==> config.mk <==
export PLATFORM = sky130hd
export DESIGN_NAME = stopwatch_watch_ctrl
export DESIGN_NICKNAME = d
export VERILOG_FILES = /design/src/rtl/stopwatch_watch_ctrl.sv
export SDC_FILE = /design/constraint.sdc
export NUM_CORES = 1
export LEC_CHECK = 0
export CORE_AREA = 2 2 39 41
export CTS_CLUSTER_DIAMETER = 100
export CTS_CLUSTER_SIZE = 24
export DETAILED_ROUTE_END_ITERATION = 16
export DIE_AREA = 0 0 41 43
export PLACE_DENSITY = 0.49
export SLEW_MARGIN = 20
export SYNTH_ARGS = -nofsm -noshare
export SYNTH_HDL_FRONTEND = slang
export SYNTH_SLANG_ARGS = --single-unit
==> constraint.sdc <==
create_clock -name clk -period 1.85 [get_ports clk]
set_clock_uncertainty 0.2 [all_clocks]
set_input_delay 0.185 -clock clk [delete_from_list [all_inputs] [get_ports clk]]
set_output_delay 0.185 -clock clk [all_outputs]
set_load 0.03 [all_outputs]
==> src/rtl/stopwatch_watch_ctrl.sv <==
// Stopwatch/watch control unit: turns debounced button pulses into stopwatch run/clear,
// display-mode select and watch time-set controls. Optional edit timeout: EDIT_TIMEOUT_EN.
module stopwatch_watch_ctrl #(
   parameter int unsigned TIMEOUT_CYCLES = 500_000_000
) (
   input  logic       clk,
   input  logic       reset,
   input  logic       i_btn_run_stop,
   input  logic       i_btn_clear,
   input  logic       i_btn_mode,
   output logic       o_run,
   output logic       o_clear,
   output logic       o_mode,
   output logic       o_edit,
   output logic [1:0] o_sel,
   output logic       o_inc
);

   typedef enum logic [1:0] {SW_STOP, SW_RUN, SW_CLEAR} sw_state_t;
   typedef enum logic {VIEW, EDIT} w_state_t;

   sw_state_t  sw_state_q, sw_state_d;
   w_state_t   w_state_q, w_state_d;
   logic       mode_q, mode_d;
   logic [1:0] sel_q, sel_d;
   logic       inc_q, inc_d;

   logic mode_p, run_stop_p, clear_p;
   logic timeout;

   // A mode pulse masks run_stop and clear; run_stop masks clear.
   always_comb begin
      mode_p     = i_btn_mode;
      run_stop_p = i_btn_run_stop & ~i_btn_mode;
      clear_p    = i_btn_clear & ~i_btn_mode & ~i_btn_run_stop;
   end

`ifdef EDIT_TIMEOUT_EN
   localparam int CNT_W = (TIMEOUT_CYCLES > 1) ? $clog2(TIMEOUT_CYCLES) : 1;
   localparam logic [CNT_W-1:0] CNT_LAST = CNT_W'(TIMEOUT_CYCLES - 1);

   logic [CNT_W-1:0] cnt_q, cnt_d;

   assign timeout = (cnt_q == CNT_LAST);

   // Counts idle cycles in EDIT; held at zero everywhere else so entry starts fresh.
   always_comb begin
      cnt_d = '0;
      if (w_state_q == EDIT && !run_stop_p && !clear_p && !timeout) begin
         cnt_d = cnt_q + 1'b1;
      end
   end

   always_ff @(posedge clk or negedge reset) begin
      if (!reset) begin
         cnt_q <= '0;
      end else begin
         cnt_q <= cnt_d;
      end
   end
`else
   // No inactivity timer in this build; the parameter only keeps the port list uniform.
   assign timeout = (TIMEOUT_CYCLES == 0) && 1'b0;
`endif

   always_comb begin
      sw_state_d = sw_state_q;
      w_state_d  = w_state_q;
      mode_d     = mode_q;
      sel_d      = sel_q;
      inc_d      = 1'b0;

      if (mode_p && w_state_q != EDIT) begin
         mode_d = ~mode_q;
      end

      case (sw_state_q)
         SW_STOP: begin
            if (!mode_q) begin
               if (run_stop_p) begin
                  sw_state_d = SW_RUN;
               end else if (clear_p) begin
                  sw_state_d = SW_CLEAR;
               end
            end
         end
         SW_RUN: begin
            if (!mode_q && run_stop_p) begin
               sw_state_d = SW_STOP;
            end
         end
         default: sw_state_d = SW_STOP;
      endcase

      // EDIT is only reachable with mode set, and mode cannot change while editing.
      case (w_state_q)
         VIEW: begin
            if (mode_q && run_stop_p) begin
               w_state_d = EDIT;
               sel_d     = 2'd0;
            end
         end
         default: begin
            if (run_stop_p) begin
               if (sel_q == 2'd2) begin
                  w_state_d = VIEW;
                  sel_d     = 2'd0;
               end else begin
                  sel_d = sel_q + 2'd1;
               end
            end else if (clear_p) begin
               inc_d = 1'b1;
            end else if (timeout) begin
               w_state_d = VIEW;
               sel_d     = 2'd0;
            end
         end
      endcase
   end

   always_ff @(posedge clk or negedge reset) begin
      if (!reset) begin
         sw_state_q <= SW_STOP;
         w_state_q  <= VIEW;
         mode_q     <= 1'b0;
         sel_q      <= 2'd0;
         inc_q      <= 1'b0;
      end else begin
         sw_state_q <= sw_state_d;
         w_state_q  <= w_state_d;
         mode_q     <= mode_d;
         sel_q      <= sel_d;
         inc_q      <= inc_d;
      end
   end

   assign o_run   = (sw_state_q == SW_RUN);
   assign o_clear = (sw_state_q == SW_CLEAR);
   assign o_mode  = mode_q;
   assign o_edit  = (w_state_q == EDIT);
   assign o_sel   = sel_q;
   assign o_inc   = inc_q;

endmodule

==> results of run 1 <==
repair_timing:
item,4_1_cts,5_1_grt
resized for setup,1,2
hold buffers,0,0
setup endpoints to repair,1,2
gates cloned,0,0
metal layers:
metal,up-vias,wire (um)
met2,9,390
met1,129,321
met4,0,0
met3,0,45
li1,129,-
met5,-,0
cell usage in the layout (no fill, tap or decap):
| cell | n |
|---|---|
| a31oi_1 | 1 |
| or4_1 | 1 |
| inv_1 | 1 |
| nor3_1 | 1 |
| a32o_1 | 1 |
| dlymetal6s2s_1 | 2 |
| nor2_1 | 1 |
| or2b_1 | 1 |
| nand2_1 | 1 |
| a22o_1 | 1 |
| dlygate4sd2_1 | 1 |
| nand2b_4 | 1 |
| clkbuf_4 | 3 |
| dfrtp_1 | 7 |
| and4bb_2 | 2 |
| nor2b_1 | 3 |
| and2b_2 | 1 |
| xnor2_1 | 1 |
| clkdlybuf4s50_1 | 8 |
| clkbuf_1 | 1 |
| o21ai_0 | 3 |
cell type report:
class / count / area (um2) / share of cell area
tap: 16 / 20.0 / 0.0416
sequential: 7 / 175 / 0.364
inverter: 1 / 3.75 / 0.00779
clock buffer: 4 / 26.3 / 0.0545
multi-input combinational: 19 / 143 / 0.296
timing repair buffer: 11 / 114 / 0.236
worst register-to-register path, delay by kind of cell (launching register included):
| kind | cells | cell delay [ns] |
|---|---|---|
| AND/OR/NAND/NOR | 2 | 0.56 |
| flip-flops | 1 | 0.45 |
final timing paths:
path                                           start  cells after the start                   endpoint  slack (ns)
worst min-delay path                           reset                      1  sw_state_q[1]$_DFFE_PN0P_       0.006
worst max register to register    o_mode$_DFFE_PN0P_                      2  sw_state_q[0]$_DFFE_PN0P_        0.58
max in group asynchronous                      reset                      1       o_sel[0]$_DFFE_PN0P_        1.20
min in group clk                o_sel[1]$_DFFE_PN0P_                      1       o_sel[1]$_DFFE_PN0P_        0.36
worst min register to register  o_sel[1]$_DFFE_PN0P_                      1       o_sel[1]$_DFFE_PN0P_        0.36
worst max-delay path                o_edit$_DFF_PN0_                      1                     o_edit        0.09
registers in the layout (all words and copies together), names as in the netlist:
| signal | flops |
|---|---|
| o_edit | 1 |
| o_inc | 1 |
| o_mode | 1 |
| o_sel | 2 |
| sw_state_q | 2 |
through the flow:
step	instance area (um2)	setup WS (ns)	power, W
floorplan	322	0.491	0.000449
global placement	452	0.283	0.000586
detailed placement	452	0.240	0.000596
CTS	477	0.0189	0.000740
global route	482	0.00286	0.000773
finish	482	0.0915	0.000723
power by group through the flow:
stage	logic [W]	clock network [W]	registers (W)
floorplan	0.000116	0	0.000333
global placement	0.000323	0	0.000262
detailed placement	0.000327	0	0.000269
CTS	0.000323	0.000148	0.000269
global route	0.000337	0.000160	0.000276
finish	0.000317	0.000138	0.000268
logic make-up (layout without fill, tap and decap cells):
family | after synthesis | in the layout | synth area share
AOI/OAI and AO/OA | 6 | 6 | 0.125
xor gates and xnor gates | 1 | 1 | 0.0272
buffers and inverters | 1 | 16 | 0.0117
DFF | 7 | 7 | 0.545
and+or+nand+nor | 12 | 12 | 0.292
==> reports/metrics.yaml, run 1 <==
status:
  status: "finished clean"
synth:
  avgSynthCellArea_um2: 11.9
  async_reset_ff_frac: 1.00
  synth_common_cells: "dfrtp_1 (7), nor2b_1 (3), o21ai_0 (3), and4bb_2 (2)"
  ys_seq_area_frac: 0.545
  synth_top_area_frac: 0.545
  ys_seq_elements: 7
  synth.area.top_cells: "dfrtp_1 (54%), and4bb_2 (7.8%), nor2b_1 (5.8%)"
  synth_area_um2: 322
  synth_cells: 27
  synth_nets: 32
  synth_ff_type: "dfrtp_1"
  yosys.cell_types.count: 16
  synth_most_common_cell: "dfrtp_1"
  ys_warn_count: 0
  synth_largest_area_cell: "dfrtp_1"
  synth-edff-count: 0
floorplanning:
  die_x_um: 41
  die_h_um: 43
  die_area_um2: 1760
  pin_count: 12
  core-area_um2: 1380
  start_util: 0.232
  rows: 14
finish:
  syn_to_final_growth_pct: 49.8
  nFillCells: 143
  post-route-util: 0.348
  drive_gt1_frac: 0.167
  diodes: 0
  stdcell_count: 58
  final_net_count: 48
sta:
  post-route-period-util: 0.951
  worst_pin_slew_ns: 0.340
  hold_viol: 0
  timing.hold.ws_ns: 0.00553
  slew_headroom: 0.773
  rsz0062_at_grt: "false"
  max_freq_mhz: 569
  drv_slew: 0
  finalSetupViolCount: 0
  fin_crit_ns: 1.76
  tns_ns: 0
drt:
  routedWlPerCell_um: 13.0
  postRouteWirelength_um: 756
  final_antenna_net_count: 0
  drc_errors: 0
  firstDrtPassIters: 1
  viasPerCell: 4.60
  drt_iter0_markers: 0
  vias: 267
place:
  hpwl_um: 552
  gp_congestion: 0.744
  dp.cells: 54
  port-buffer-count: 11
power:
  internal_power_w: 0.000427
  vdd_drop_max_v: 0.000516
  leakagePower_nw: 0.237
  sequentialPowerShare: 0.371
  clockPowerShare: 0.191
  power.density_nw_per_um2: 1500
  pwr-share-comb: 0.438
  p_switching_w: 0.000296
  power.share.switching: 0.409
worst_setup_path:
  crit_family: "buffers and inverters"
  start_kind: "flip-flop"
  critical_path.cell_chain: "clkdlybuf4s50_1"
  cp_max_fo: 6
  critPathCaptureType: "primary output"
  worstSetupPathType: "flip-flop to primary output"
  cp.arrival_ns: 1.37
  critical_path_required_ns: 1.46
  crit_buf_inv: 1
  crit_slowest_cell: "clkdlybuf4s50_1"
  slowest_delay_ns: 0.70
clock_tree:
  post_cts_buffers: 0
  clk_pin_slew_worst_paths_ns: 0.05
  ctsRootBufferMaster: "clkbuf_4"
  cts_buffers: 3
  clock-sinks: 7
  clock_latency_ns: 0.25
  cts_tree: "built"
  cts-htree-levels: 1
  clk_path_buf_depth: 2
global_route:
  grt_pass1_vias: 278
  gr-usage-met1: 0.129
  grtUsageMet2: 0.156
  grt_pass1_wl_mm: 1.24
  antenna_found_initial: 0
  gr-usage-met3: 0.0366
  grt_max_degree: 8
  grt.total_usage: 0.109
  globalRoute.totalOverflow: 0
  top_usage_layer: "met2"
flow_run:
  cap_violations: 0
hold_path:
  hp-class: "input port to async pin"
Power figures use the tool's default switching activity.
==> run 2: changes to the inputs <==
- CTS_BUF_LIST: unset -> sky130_fd_sc_hd__clkbuf_8 sky130_fd_sc_hd__clkbuf_16
==> run 2 against run 1 <==
Wire length grew 0.79%. First-iteration DRC count grew 8. Sequential share of layout area shrank 1.2 points. Critical path depth is the same. Die area is the same. Count of clock-buffer cells in the layout shrank 1. Power grew 10%. Cell count is the same. Sequential power is essentially flat. Clock power grew 55%. Critical endpoint is now o_mode. Largest power group unchanged.
==> reports/metrics.yaml, run 2 (synthesized netlist as in run 1, its figures left out) <==
clock_tree:
  post_cts_buffers: 0  # unchanged
  cts_tree: "built"
  clk_path_buf_depth: 2  # unchanged
  clock-sinks: 7  # unchanged
  hold_buffers: 0  # unchanged
  ctsRootBufferMaster: "clkbuf_8"
  cts_buffers: 3  # unchanged
  clk_pin_slew_worst_paths_ns: 0.04  # about the same
  cts-htree-levels: 1  # unchanged
  clock_latency_ns: 0.23  # -0.02 ns
power:
  power.density_nw_per_um2: 1600  # +6.9%
  vdd_drop_max_v: 0.000466  # -9.6%
  p_total_w: 0.000799  # +10%
  leakagePower_nw: 0.239  # +1.2%
global_route:
  top_usage_layer: "met2"
  grt_max_degree: 8  # unchanged
  gr-usage-met3: 0.0524  # +0.0157
  antenna_found_initial: 0  # unchanged
  grt.total_usage: 0.111  # +0.00202
  globalRoute.totalOverflow: 0  # unchanged
  grt_pass1_vias: 272  # -2.2%
  gr-usage-met1: 0.122  # -0.00660
  grt_pass1_wl_mm: 1.21  # -2.3%
  grtUsageMet2: 0.150  # -0.00625
worst_setup_path:
  crit_buf_inv: 1  # unchanged
  crit_slowest_cell: "clkdlybuf4s50_1"
  crit_cells: 1  # unchanged
  cp.arrival_ns: 1.40  # +0.03 ns
  slowest_delay_ns: 0.71  # about the same
  start_kind: "flip-flop"
  critPathCaptureType: "primary output"
  critical_path_required_ns: 1.46  # about the same
  critical_path.cell_chain: "clkdlybuf4s50_1"
  crit_family: "buffers and inverters"
  r2r_cells: 2  # unchanged
  cp_max_fo: 7  # +1
  r2r_setup_slack_ns: 0.58  # about the same
  worstSetupPathType: "flip-flop to primary output"
sta:
  worst_pin_slew_ns: 0.346  # +0.00620 ns
  hold_viol: 0  # unchanged
  tns_ns: 0  # unchanged
  rsz0062_at_grt: "false"
  fin_crit_ns: 1.78  # +0.0221 ns
  post-route-period-util: 0.962  # +0.0120
  timing.hold.ws_ns: 0.0297  # +0.0242 ns
  finalSetupViolCount: 0  # unchanged
  drv_slew: 0  # unchanged
  slew_headroom: 0.768  # -0.00415
  max_freq_mhz: 562  # -1.2%
finish:
  syn_to_final_growth_pct: 54.9
  nFillCells: 139  # -2.8%
  final_net_count: 48  # unchanged
  diodes: 0  # unchanged
  drive_gt1_frac: 0.167  # unchanged
  final_cell_mix: "clkdlybuf4s50_1 (9), dfrtp_1 (7), nor2b_1 (3), o21ai_0 (3), clkbuf_8 (3)"
  final_common_cell: "clkdlybuf4s50_1"
floorplanning:
  pin_count: 12  # unchanged
  die_x_um: 41  # unchanged
  start_util: 0.232  # unchanged
  die_h_um: 43  # unchanged
  die_area_um2: 1760  # unchanged
  rows: 14  # unchanged
  core-area_um2: 1380  # unchanged
drt:
  vias: 269  # +0.75%
  viasPerCell: 4.64  # +0.75%
  postRouteWirelength_um: 762  # +0.79%
  drt_iter0_markers: 8  # +8
  final_antenna_net_count: 0  # unchanged
  drc_errors: 0  # unchanged
  firstDrtPassIters: 4  # +3
  routedWlPerCell_um: 13.1  # +0.79%
status:
  status: "finished clean"
flow_run:
  cap_violations: 0  # unchanged
place:
  gp_congestion: 0.744  # unchanged
  hpwl_um: 552  # unchanged
  port-buffer-count: 11  # unchanged
hold_path:
  hp-class: "input port to async pin"
[run 2: changes by cell type in the layout (fill, tap and decap cells not counted)]
cell / previous run / this run
inv_1: 1 / 2
clkbuf_8: 0 / 3
clkdlybuf4s50_1: 8 / 9
clkbuf_4: 3 / 0
dlymetal6s2s_1: 2 / 1
clkbuf_1: 1 / 0
[run 2: per-stage QoR]
| step | cell area (um2) | std cells | setup WS, ns | utilization |
|---|---|---|---|---|
| 6_report | 498 | 58 | 0.0694 | 0.360 |
| 5_1_grt | 498 | 58 | 0.00651 | 0.360 |
| 4_1_cts | 495 | 58 | 0.0510 | 0.358 |
| 3_5_place_dp | 452 | 54 | 0.240 | 0.326 |
| 3_3_place_gp | 452 | 54 | 0.283 | 0.326 |
| 2_1_floorplan | 322 | 27 | 0.491 | - |
[run 2: path summary, 6_finish.rpt]
check                                      from                         to
max                          o_mode$_DFFE_PN0P_                     o_mode
min                                       reset  sw_state_q[1]$_DFFE_PN0P_
max reg2reg                  o_mode$_DFFE_PN0P_  sw_state_q[0]$_DFFE_PN0P_
min reg2reg                o_sel[1]$_DFFE_PN0P_       o_sel[1]$_DFFE_PN0P_
max in group asynchronous                 reset       o_sel[0]$_DFFE_PN0P_
min in group clk           o_sel[1]$_DFFE_PN0P_       o_sel[1]$_DFFE_PN0P_
[run 2: repair_timing]
action                                  in CTS  in global routing
gates cloned                                 0                  0
resized for setup                            1                  1
endpoints found under the setup margin       1                  1
[run 2: area by class of cell]
class	count	area, um2	share of cell area
Sequential cell	7	175	0.352
Multi-Input combinational cell	19	143	0.286
Timing Repair Buffer	11	111	0.224
Clock buffer	3	41.3	0.0829
Tap cell	16	20.0	0.0402
Clock inverter	1	3.75	0.00754
Inverter	1	3.75	0.00754
[run 2: per-layer routing]
metal / share of wire / vias up
met4: 0 / 0
met1: 0.44 / 130
met3: 0.062 / 0
met5: 0 / -
met2: 0.50 / 11
li1: - / 128
[run 2: where the power goes]
| group | internal, W | switching, W | leakage [nW] | total (W) |
|---|---|---|---|---|
| Clock | 0.000144 | 0.0000701 | 0.0269 | 0.000214 |
| Sequential | 0.000205 | 0.0000619 | 0.0859 | 0.000267 |
| Combinational | 0.000142 | 0.000176 | 0.127 | 0.000317 |
| Total | 0.000491 | 0.000308 | 0.239 | 0.000799 |
==> run 3: changes to the inputs <==
- SLEW_MARGIN: 20 -> unset
==> results of run 3 <==
Same layout as run 2: the final DEF is identical, and so are final timing and power.
